==> src/rtl/riscv_configs.sv <==
// riscv_configs: core-wide defaults shared by fetch, decode and the hazard unit
package riscv_configs;
    localparam int          DEF_XLEN      = 32;
    localparam logic [31:0] DEF_RESET_PC  = 32'h0000_0000;
    localparam logic [31:0] DEF_NOP_INSTR = 32'h0000_0013;
    localparam int          DEF_CNT_W     = 32;
endpackage

==> src/rtl/riscv_pipe_reg.sv <==
// riscv_pipe_reg: pipeline register with sync reset, clear and enable (rst > clr > en)
module riscv_pipe_reg #(
    parameter int               WIDTH   = 32,
    parameter logic [WIDTH-1:0] RST_VAL = '0,
    parameter logic [WIDTH-1:0] CLR_VAL = '0
) (
    input  logic             i_clk,
    input  logic             i_rst,
    input  logic             i_clr,
    input  logic             i_en,
    input  logic [WIDTH-1:0] i_d,
    output logic [WIDTH-1:0] o_q
);
    always_ff @(posedge i_clk)
        if (i_rst) o_q <= RST_VAL;
        else if (i_clr) o_q <= CLR_VAL;
        else if (i_en) o_q <= i_d;
endmodule

==> src/rtl/riscv_fetch_stage.sv <==
// riscv_fetch_stage: PC, next-PC select, IF/ID register and stall/flush counters
module riscv_fetch_stage
    import riscv_configs::*;
#(
    parameter int               XLEN      = DEF_XLEN,
    parameter logic [XLEN-1:0]  RESET_PC  = XLEN'(DEF_RESET_PC),
    parameter logic [31:0]      NOP_INSTR = DEF_NOP_INSTR,
    parameter int               CNT_W     = DEF_CNT_W
) (
    input  logic             i_clk,
    input  logic             i_rst,
    input  logic             i_stall_f,
    input  logic             i_stall_d,
    input  logic             i_flush_d,
    input  logic             i_pc_src_e,
    input  logic [XLEN-1:0]  i_pc_target_e,
    output logic [XLEN-1:0]  o_imem_addr,
    input  logic [31:0]      i_imem_rdata,
    output logic [XLEN-1:0]  o_pc_f,
    output logic [31:0]      o_instr_d,
    output logic [XLEN-1:0]  o_pc_d,
    output logic [XLEN-1:0]  o_pc_plus4_d,
    output logic             o_valid_d,
    output logic [CNT_W-1:0] o_stall_cnt,
    output logic [CNT_W-1:0] o_flush_cnt
);
    localparam int            IW     = 32 + 2 * XLEN + 1;
    localparam logic [IW-1:0] BUBBLE = {NOP_INSTR, {(2 * XLEN){1'b0}}, 1'b0};

    logic [XLEN-1:0] pc_plus4_f, pc_next;

    assign pc_plus4_f  = o_pc_f + XLEN'(4);
    // no compressed instructions, so the target is forced word-aligned
    assign pc_next     = i_pc_src_e ? {i_pc_target_e[XLEN-1:2], 2'b00} : pc_plus4_f;
    assign o_imem_addr = o_pc_f;

    // redirect overrides a stall so a taken branch is never dropped
    riscv_pipe_reg #(.WIDTH(XLEN), .RST_VAL(RESET_PC), .CLR_VAL('0)) u_pc_reg (
        .i_clk (i_clk),
        .i_rst (i_rst),
        .i_clr (1'b0),
        .i_en  (~i_stall_f | i_pc_src_e),
        .i_d   (pc_next),
        .o_q   (o_pc_f)
    );

    riscv_pipe_reg #(.WIDTH(IW), .RST_VAL(BUBBLE), .CLR_VAL(BUBBLE)) u_ifid_reg (
        .i_clk (i_clk),
        .i_rst (i_rst),
        .i_clr (i_flush_d),
        .i_en  (~i_stall_d),
        .i_d   ({i_imem_rdata, o_pc_f, pc_plus4_f, 1'b1}),
        .o_q   ({o_instr_d, o_pc_d, o_pc_plus4_d, o_valid_d})
    );

    always_ff @(posedge i_clk) begin
        o_stall_cnt <= i_rst ? '0 : o_stall_cnt + CNT_W'(i_stall_f);
        o_flush_cnt <= i_rst ? '0 : o_flush_cnt + CNT_W'(i_flush_d);
    end
endmodule

==> config.mk <==
export PLATFORM = sky130hd
export DESIGN_NAME = riscv_fetch_stage
export DESIGN_NICKNAME = d
export VERILOG_FILES = /design/src/rtl/riscv_configs.sv /design/src/rtl/riscv_pipe_reg.sv /design/src/rtl/riscv_fetch_stage.sv
export SDC_FILE = /design/constraint.sdc
export NUM_CORES = 1
export LEC_CHECK = 0
export ABC_AREA = 1
export CORE_MARGIN = 2
export CORE_UTILIZATION = 25
export CTS_CLUSTER_SIZE = 8
export DETAILED_ROUTE_END_ITERATION = 6
export GPL_ROUTABILITY_DRIVEN = 0
export PLACE_DENSITY_LB_ADDON = 0.3
export SYNTH_ARGS = -nofsm -noshare
export SYNTH_HDL_FRONTEND = slang
export SYNTH_SLANG_ARGS = --single-unit
==> constraint.sdc <==
create_clock -name i_clk -period 2 [get_ports i_clk]
set_input_delay 0.4 -clock i_clk [delete_from_list [all_inputs] [get_ports i_clk]]
set_output_delay 0.4 -clock i_clk [all_outputs]
set_load 0.05 [all_outputs]
* After elaboration in Yosys (flattened, before gate mapping) *
Index checks and enable logic that the tools add are counted.

word-level totals
  bits in registers = 193
  bits of input ports = 70

cells by class
  bitwise logic cells = 2
  reduce and logical (&&, ||, !) cells = 1
  muxes and demuxes = 1
  add/subtract/negate cells = 3

operators with widths
  kind                     count
  $add A32 B1 Y32          2
  $add A32 B3 Y32 const B  1
  $mux W32                 1
  $reduce_or A2 Y1         1
  $not A1 Y1               1
  $or A1 B1 Y1             1

* Logic depth before layout (Yosys ltp) *
  depth after elaboration = 2
  mapped depth = 12
  mapped depth without buffers = 12

* By module *
From an unflattened synthesis, not the netlist that was laid out.

second synthesis, totals
  cell total of the unflattened synthesis = 1,630
  area total of the unflattened synthesis = 10,133.5 um^2

modules (own cells, without submodules)
  module                        area each (um^2)  times used  sequential area each (um^2)  cells each
  riscv_fetch_stage             4,842.1           1           1,281.2                      818
  riscv_pipe_reg at u_ifid_reg  3,937.5           1           1,941.9                      609
  riscv_pipe_reg at u_pc_reg    1,353.8           1           640.6                        203

* Worst setup path before layout *
Ideal clock, no wire load.

  path type = reg-to-reg
  start = register o_flush_cnt[0]
  end = register o_flush_cnt[18]
  required time = 1.881 ns
  setup time = 0.119 ns
  cell stages (with the launch flop) = 10
  buffers on the path = 0
  data arrival time = 1.889 ns
  slack = -0.008 ns
  path through = dfxtp_1 -> ha_1 -> ha_1 -> nand2_1 -> nor2_4 -> nand2_1 -> nor2_1 -> nand3_1 -> o21ai_0 -> a21oi_1

on the way
  longest elaborated chain between the ends = 1

ends and longest elaborated chain
  element                 RTL line                 source
  start, declared         riscv_fetch_stage.sv:25  output logic [CNT_W-1:0] o_flush_cnt
  start signal, assigned  riscv_fetch_stage.sv:58  o_flush_cnt <= i_rst ? '0 : o_flush_cnt + CNT_W'(i_flush_d);
  $add A32 B1 Y32         riscv_fetch_stage.sv:58

Every way passes these cells.
A chain may end at the register's enable or synchronous reset.

* Worst setup path after layout *
  start = input i_stall_f
  end = register u_pc_reg.o_q[3]

on the way
  longest elaborated chain between the ends = 2

ends and longest elaborated chain
  element               RTL line                 source
  start, declared       riscv_fetch_stage.sv:12  input logic i_stall_f,
  $not A1 Y1            riscv_fetch_stage.sv:42  .i_en (~i_stall_f | i_pc_src_e),
  $or A1 B1 Y1          riscv_fetch_stage.sv:42
  end signal, assigned  riscv_pipe_reg.sv:17     else if (i_en) o_q <= i_d;
  end, declared         riscv_pipe_reg.sv:12     output logic [WIDTH-1:0] o_q

Every way passes these cells.

==> results by group <==
Critical path
  • Crit path DAT: 2320 ps
  • FF-to-FF setup slack: ~270 ps
  • Startpoint Class: input pin
  • RR Startpoint: u_pc_reg.o_q[12]$_SDFFE_PP0N_
  • Crit path capture type: register
  • WS Path Type: input pin to register
  • Buf+Inv Stages, Crit Path: 4
  • Largest delay share family, worst path: simple AND/OR/NAND/NOR gates
  • Crit-path slowest cell: nor2_2
  • Worst-path maximum fanout: 22
  • R2r endpoint: u_pc_reg.o_q[15]$_SDFFE_PP0N_
  • CP cell instances: clkdlybuf4s50_1 -> buf_4 -> nor2_2 -> inv_1 -> o21ai_0 -> o21ai_0 -> inv_1
  • Slowest Stage Delay on Critical Path: around 850 ps
  • R2r worst-path depth: 7
  • WP data required: around 2400 ps

Yosys
  • Synth area leader: dfxtp_1
  • Mapped Cells: 1324
  • Yosys reg bits: approximately 190
  • Synth unique cells: 36
  • Post-synth top area share: between 40% and 50%
  • Synth warn: 0
  • Largest cells by area after synthesis: dfxtp_1 (41%), nand2_1 (14%), nor2_1 (7.8%)
  • Seq/Total Area, Yosys: between 40% and 50%
  • Mapped Avg Cell Area: 6.84 µm²
  • Mapped Area: approximately 0.0091 mm²

Die
  • Starting density of the core: ~25%
  • Die Y: a little under 200 µm
  • Die Wd: 194 µm
  • Core area: approximately 0.036 mm²
  • Top Ports: between 200 and 300
  • Die area: 0.0378 mm²
  • Std-Cell Rows: just under 70

Route
  • Routed WL: roughly 32000 µm
  • DRC viols: 13
  • Drt pass-1 iters: 7
  • Wirelength per Cell: around 15 µm
  • Routed Antenna Nets: 0
  • Via count: 9221
  • Initial drt markers: around 450
  • Vias/cell: 4.44

STA
  • Endpoints failing setup: 0
  • Max-slew violation count: 0
  • Slew @ Worst Pin: 1130 ps
  • Worst relative slew slack: approximately a quarter
  • Sum of negative setup slack: 0 ps
  • Fmax achieved: 515 MHz
  • Final Cycle Share: 97.1%
  • RSZ-0062 raised after global routing: yes
  • Minimum clock period: around 1900 ps
  • Final Hold Viols: 0
  • Clock Skew: approximately 16 ps

Global routing
  • GRT Total Usage: between 10% and 20%
  • Antenna violations before repair: 0
  • GRT Residual Overflow: 0
  • First-pass GRT wire length: a little under 50000 µm
  • Largest net degree at the start of global routing: 80
  • Vias in the first global route: 8666

Clock tree
  • # clock sinks: 187
  • CTS buffer count: 17
  • H-tree depth: 4
  • Post-CTS Repair Setup Buffers: 0
  • CTS-repair resized insts: 95
  • CTS tree: done
  • Hold buffer count at cts: 0
  • Clock buffer depth: 2
  • Clock latency on the worst-skew pair: 450 ps
  • CTS Root Cell: clkbuf_16
  • Reg clk slew, reported paths: about 70 ps

Cells and area
  • Layout area overhead: 40.6%
  • N_diodes: 0
  • Nets: 1679
  • Layout cells sized above 1: 16.0%
  • Fin cells: 2076
  • Fin util: a little over a third

Min path
  • Worst min-delay path startpoint: i_rst
  • Hold path cells: 4
  • Min-delay worst type: input pin to register
  • WHS Endpoint: u_ifid_reg.o_q[65]$_SDFFE_PP1N_

Run status
  • Failing checks: DRC
  • Outcome: finished with violations

Placement
  • PortBufs: approximately 280
  • Detailed placement HPWL: 23900 µm
  • Cell count after placement: 2046

Pwr
  • Leak: 0.00569 µW
  • Pwr per Cell Area: between 700 and 800 mW/mm²
  • VDD IR max: between 0.0005 and 0.0006 V

Job
  • Max-cap violations: 0
==> tightest hold or removal path: cells and delay by family <==
kind                   cells  cell delay, ps
and+or+nand+nor            2             170
buffers and inverters      2             290
==> cell families (layout without fill, tap and decap cells) <==
| group | after synthesis | after routing | synth area share, % |
|---|---|---|---|
| AOI/OAI and AO/OA | 221 | 221 | 12.7 |
| xor gates and xnor gates | 26 | 26 | 2.76 |
| adders and majority gates | 5 | 5 | 0.690 |
| buffers and inverters | 228 | 512 | 11.1 |
| DFF | 187 | 187 | 41.3 |
| other | 1 | 8 | 0.0414 |
| and+or+nand+nor | 656 | 656 | 31.4 |
==> power by group <==
| part | leakage (µW) | internal (µW) | switching, µW |
|---|---|---|---|
| Combinational | 0.00386 | 441 | 979 |
| Clock | 0.000309 | 2230 | 1590 |
| Sequential | 0.00152 | 3830 | 97.2 |
| Total | 0.00569 | 6500 | 2660 |
==> per-stage QoR <==
stage | setup slack, ps | power (µW) | cell area (µm²) | hold WS (ps)
floorplan | 24.7 | 4940 | 9090 | 513
detailed placement | -368 | 5480 | 12200 | 454
finish | 57.7 | 9160 | 12700 | 456
global route | -14.8 | 9550 | 12700 | 459
CTS | 0.810 | 9330 | 12700 | 433
global placement | -366 | 5480 | 12200 | 452
==> synth_stat cells (all sizes together) <==
cell type and instances:
a211oi 4, a21oi 115, a31oi 9, and2 2, and3 3, buf 49
clkbuf 34, conb 1, dfxtp 187, ha 5, inv 145, nand2 357
nand3 40, nand3b 12, nand4 10, nor2 207, nor3 22, nor3b 2
o21a 1, o21ai 92, or2 1, xnor2 5, xor2 21
==> registers in the layout (all words and copies together), names as in the netlist <==
register / count
o_flush_cnt: 32
u_pc_reg.o_q: 30
u_ifid_reg.o_q: 93
o_stall_cnt: 32
==> cell usage in the layout, fill, tap and decap left out, drive strengths merged, types with 4 or more instances in the layout <==
| cell type | synthesis | routed |
|---|---|---|
| nand3b | 12 | 12 |
| o21ai | 92 | 92 |
| xor2 | 21 | 21 |
| conb | 1 | 8 |
| nor2 | 207 | 207 |
| clkdlybuf4s50 | 0 | 65 |
| bufinv | 0 | 5 |
| nand3 | 40 | 40 |
| clkbuf | 34 | 18 |
| dfxtp | 187 | 187 |
| a31oi | 9 | 9 |
| dlygate4sd2 | 0 | 95 |
| buf | 49 | 176 |
| nor3 | 22 | 22 |
| a211oi | 4 | 4 |
| nand2 | 357 | 357 |
| nand4 | 10 | 10 |
| inv | 145 | 147 |
| clkinv | 0 | 4 |
| a21oi | 115 | 115 |
| xnor2 | 5 | 5 |
| ha | 5 | 5 |
==> how the worst max path moves through the flow <==
stage                         startpoint                           end  slack [ps]  cells after the start
2_1_floorplan  o_stall_cnt[0]$_SDFF_PP0_    o_stall_cnt[24]$_SDFF_PP0_          20                     11
3_3_place_gp                   i_stall_f  u_pc_reg.o_q[3]$_SDFFE_PP0N_        -370                      7
3_5_place_dp                   i_stall_f  u_pc_reg.o_q[3]$_SDFFE_PP0N_        -370                      7
4_1_cts        o_flush_cnt[0]$_SDFF_PP0_                o_flush_cnt[0]         0.8                      1
5_1_grt                        i_stall_f  u_pc_reg.o_q[3]$_SDFFE_PP0N_         -10                      7
6_report                       i_stall_f  u_pc_reg.o_q[3]$_SDFFE_PP0N_          60                      7
==> routing by layer <==
layer	global-route usage, %	share of wire (%)	up-vias
met5	0	0	-
met4	5.78	2.4	0
met3	4.55	6.3	38
met2	27.4	47	276
met1	20.9	44	4213
li1	-	-	4694
==> final cells by class <==
type / instances / area [µm²]
clock inverters: 12 / 213
fillers: 3799 / 22900
multi-input cells: 916 / 4360
flip-flops and latches: 187 / 3740
clock buffers: 18 / 429
well taps: 461 / 577
inverters: 145 / 546
repair buffers: 337 / 2870
(Power assumes the default switching activity.)
==> edit, RTL diff (same settings) <==
Change the package constant `DEF_CNT_W` from 32 to 16.
--- a/src/rtl/riscv_configs.sv
+++ b/src/rtl/riscv_configs.sv
@@ -3,6 +3,6 @@
     localparam int          DEF_XLEN      = 32;
     localparam logic [31:0] DEF_RESET_PC  = 32'h0000_0000;
     localparam logic [31:0] DEF_NOP_INSTR = 32'h0000_0013;
-    localparam int          DEF_CNT_W     = 32;
+    localparam int          DEF_CNT_W     = 16;
 endpackage
 
Interface: changed (resized o_flush_cnt and o_stall_cnt); port bits go from 295 to 263. The function was not compared with the original's and may differ.
==> edit against the unedited design <==
Clock skew is 0.0050 ns lower; count of clock-buffer cells in the layout is 1 lower; critical path type is now reg2out; setup slack better by 0.12 ns; fmax is 6.6% higher; via count is 25% lower; cell area is 19% lower; area after synthesis is 22% lower; power is 13% lower; wire length is 24% lower; sequential cell count is 32 lower; synthesized cell count is 24% lower; hold slack worse by 0.047 ns.
==> edit: results (changes against the unedited design) <==
* DR vias/cell at 4.25 (-4.3%)
* Max Clock Skew at 0.0114 ns (-0.00503 ns)
* Critical path launch point: o_stall_cnt[5]
* Met2 Use GR at 24.5% (-2.8 points)
* Crit path max-delay family: buffers and inverters
* Post-synthesis cell count at 1,005 (-24%)
* HP Start: i_stall_d
* Global-route track usage on met1 at 20.7% (-0.22 points)
* WL final at 24,100 µm (-24%)
* R2R Setup Slk at 0.34 ns (+0.07 ns)
* Worst-case reg-to-reg path depth at 8 (+1)
* Input/output buffers at 252 (-11%)
* Leakage at 5.13 nW (-10%)
* Run status: complete, no violations
* DRT Pass-1 Iters at 4 (-3)
* Skew-Pair Late Insertion Delay at 0.43 ns (-0.02 ns)
* Worst setup endpoint: o_stall_cnt[5]
* First-pass GRT wire length at 35,800 µm (-27%)
* Slowest cell on the critical path: dlygate4sd2_1
* Antenna violations before repair at 2 (+2)
* Crit path time final at 1.82 ns (-0.121 ns)
* Worst slew margin at 63.9% (+40 points)
* Sequential area share after synthesis at 43.9% (+2.6 points)
* Biggest regs: u_ifid_reg.o_q: 93 flops, u_pc_reg.o_q: 30 flops
* Vias in the first global route at 6,288 (-27%)
* Worst r2r dst: u_pc_reg.o_q[14]
* Share of layout cells above drive strength 1 at 16.7% (+0.70 points)
* Critical R2R Launch: u_pc_reg.o_q[2]
* Initial drt markers at 348 (-23%)
* Distinct cells, synth at 34 (-5.6%)
* Synth cell count leaders: nand2_1 (235), dfxtp_1 (155), nor2_1 (120)
* Peak supply drop at 0.000384 V (-36%)
[edit: repair_timing]
action / CTS / global route
hold endpoints to repair: 0 / 0
setup buffers: 0 / 0
endpoints found under the setup margin: 60 / 22
gates cloned: 0 / 0
hold buffers: 0 / 0
gates resized for setup: 60 / 22
[edit: cells by family (layout without fill, tap and decap cells)]
group	count (synthesis)	after routing	share of synthesized area, %
flops	155	155	43.9
other cells	1	8	0.0531
xor+xnor	18	18	2.34
buf+inv	197	444	12.5
simple gates	426	426	25.7
compound gates	203	203	14.6
fa+ha+maj	5	5	0.885
[edit: worst min path at each step]
stage                         endpoint  cells past startpoint
floorplan           u_ifid_reg.o_q[65]                      2
global placement    u_ifid_reg.o_q[66]                      2
detailed placement  u_ifid_reg.o_q[73]                      2
CTS                 u_ifid_reg.o_q[67]                      4
global route        u_ifid_reg.o_q[67]                      4
finish              u_ifid_reg.o_q[96]                      4
[edit: tightest hold or removal path, stage by stage]
cell,delay (ns)
buf_2,0.13
inv_4,0.12
nand2_1,0.09
a21oi_1,0.05
[edit: report_power, final]
group / internal [mW] / switching (mW) / total (mW)
Clock: 1.69 / 1.59 / 3.28
Combinational: 0.454 / 0.960 / 1.41
Sequential: 3.19 / 0.0900 / 3.28
[edit: layout make-up]
cell class	count	area, µm²	share of cell area (%)
clock buffers	17	425	4.11
clock inverters	15	170	1.64
inverters	116	438	4.23
multi-input cells	660	3110	30.0
flip-flops and latches	155	3100	30.0
well taps	378	473	4.57
repair buffers	296	2640	25.5
[edit: layer usage]
layer  routed length (µm)  up-vias
met3                 2260       21
met2                10400      222
met4                  329        4
met1                11000     3090
met5                   27        -
li1                     -     3618
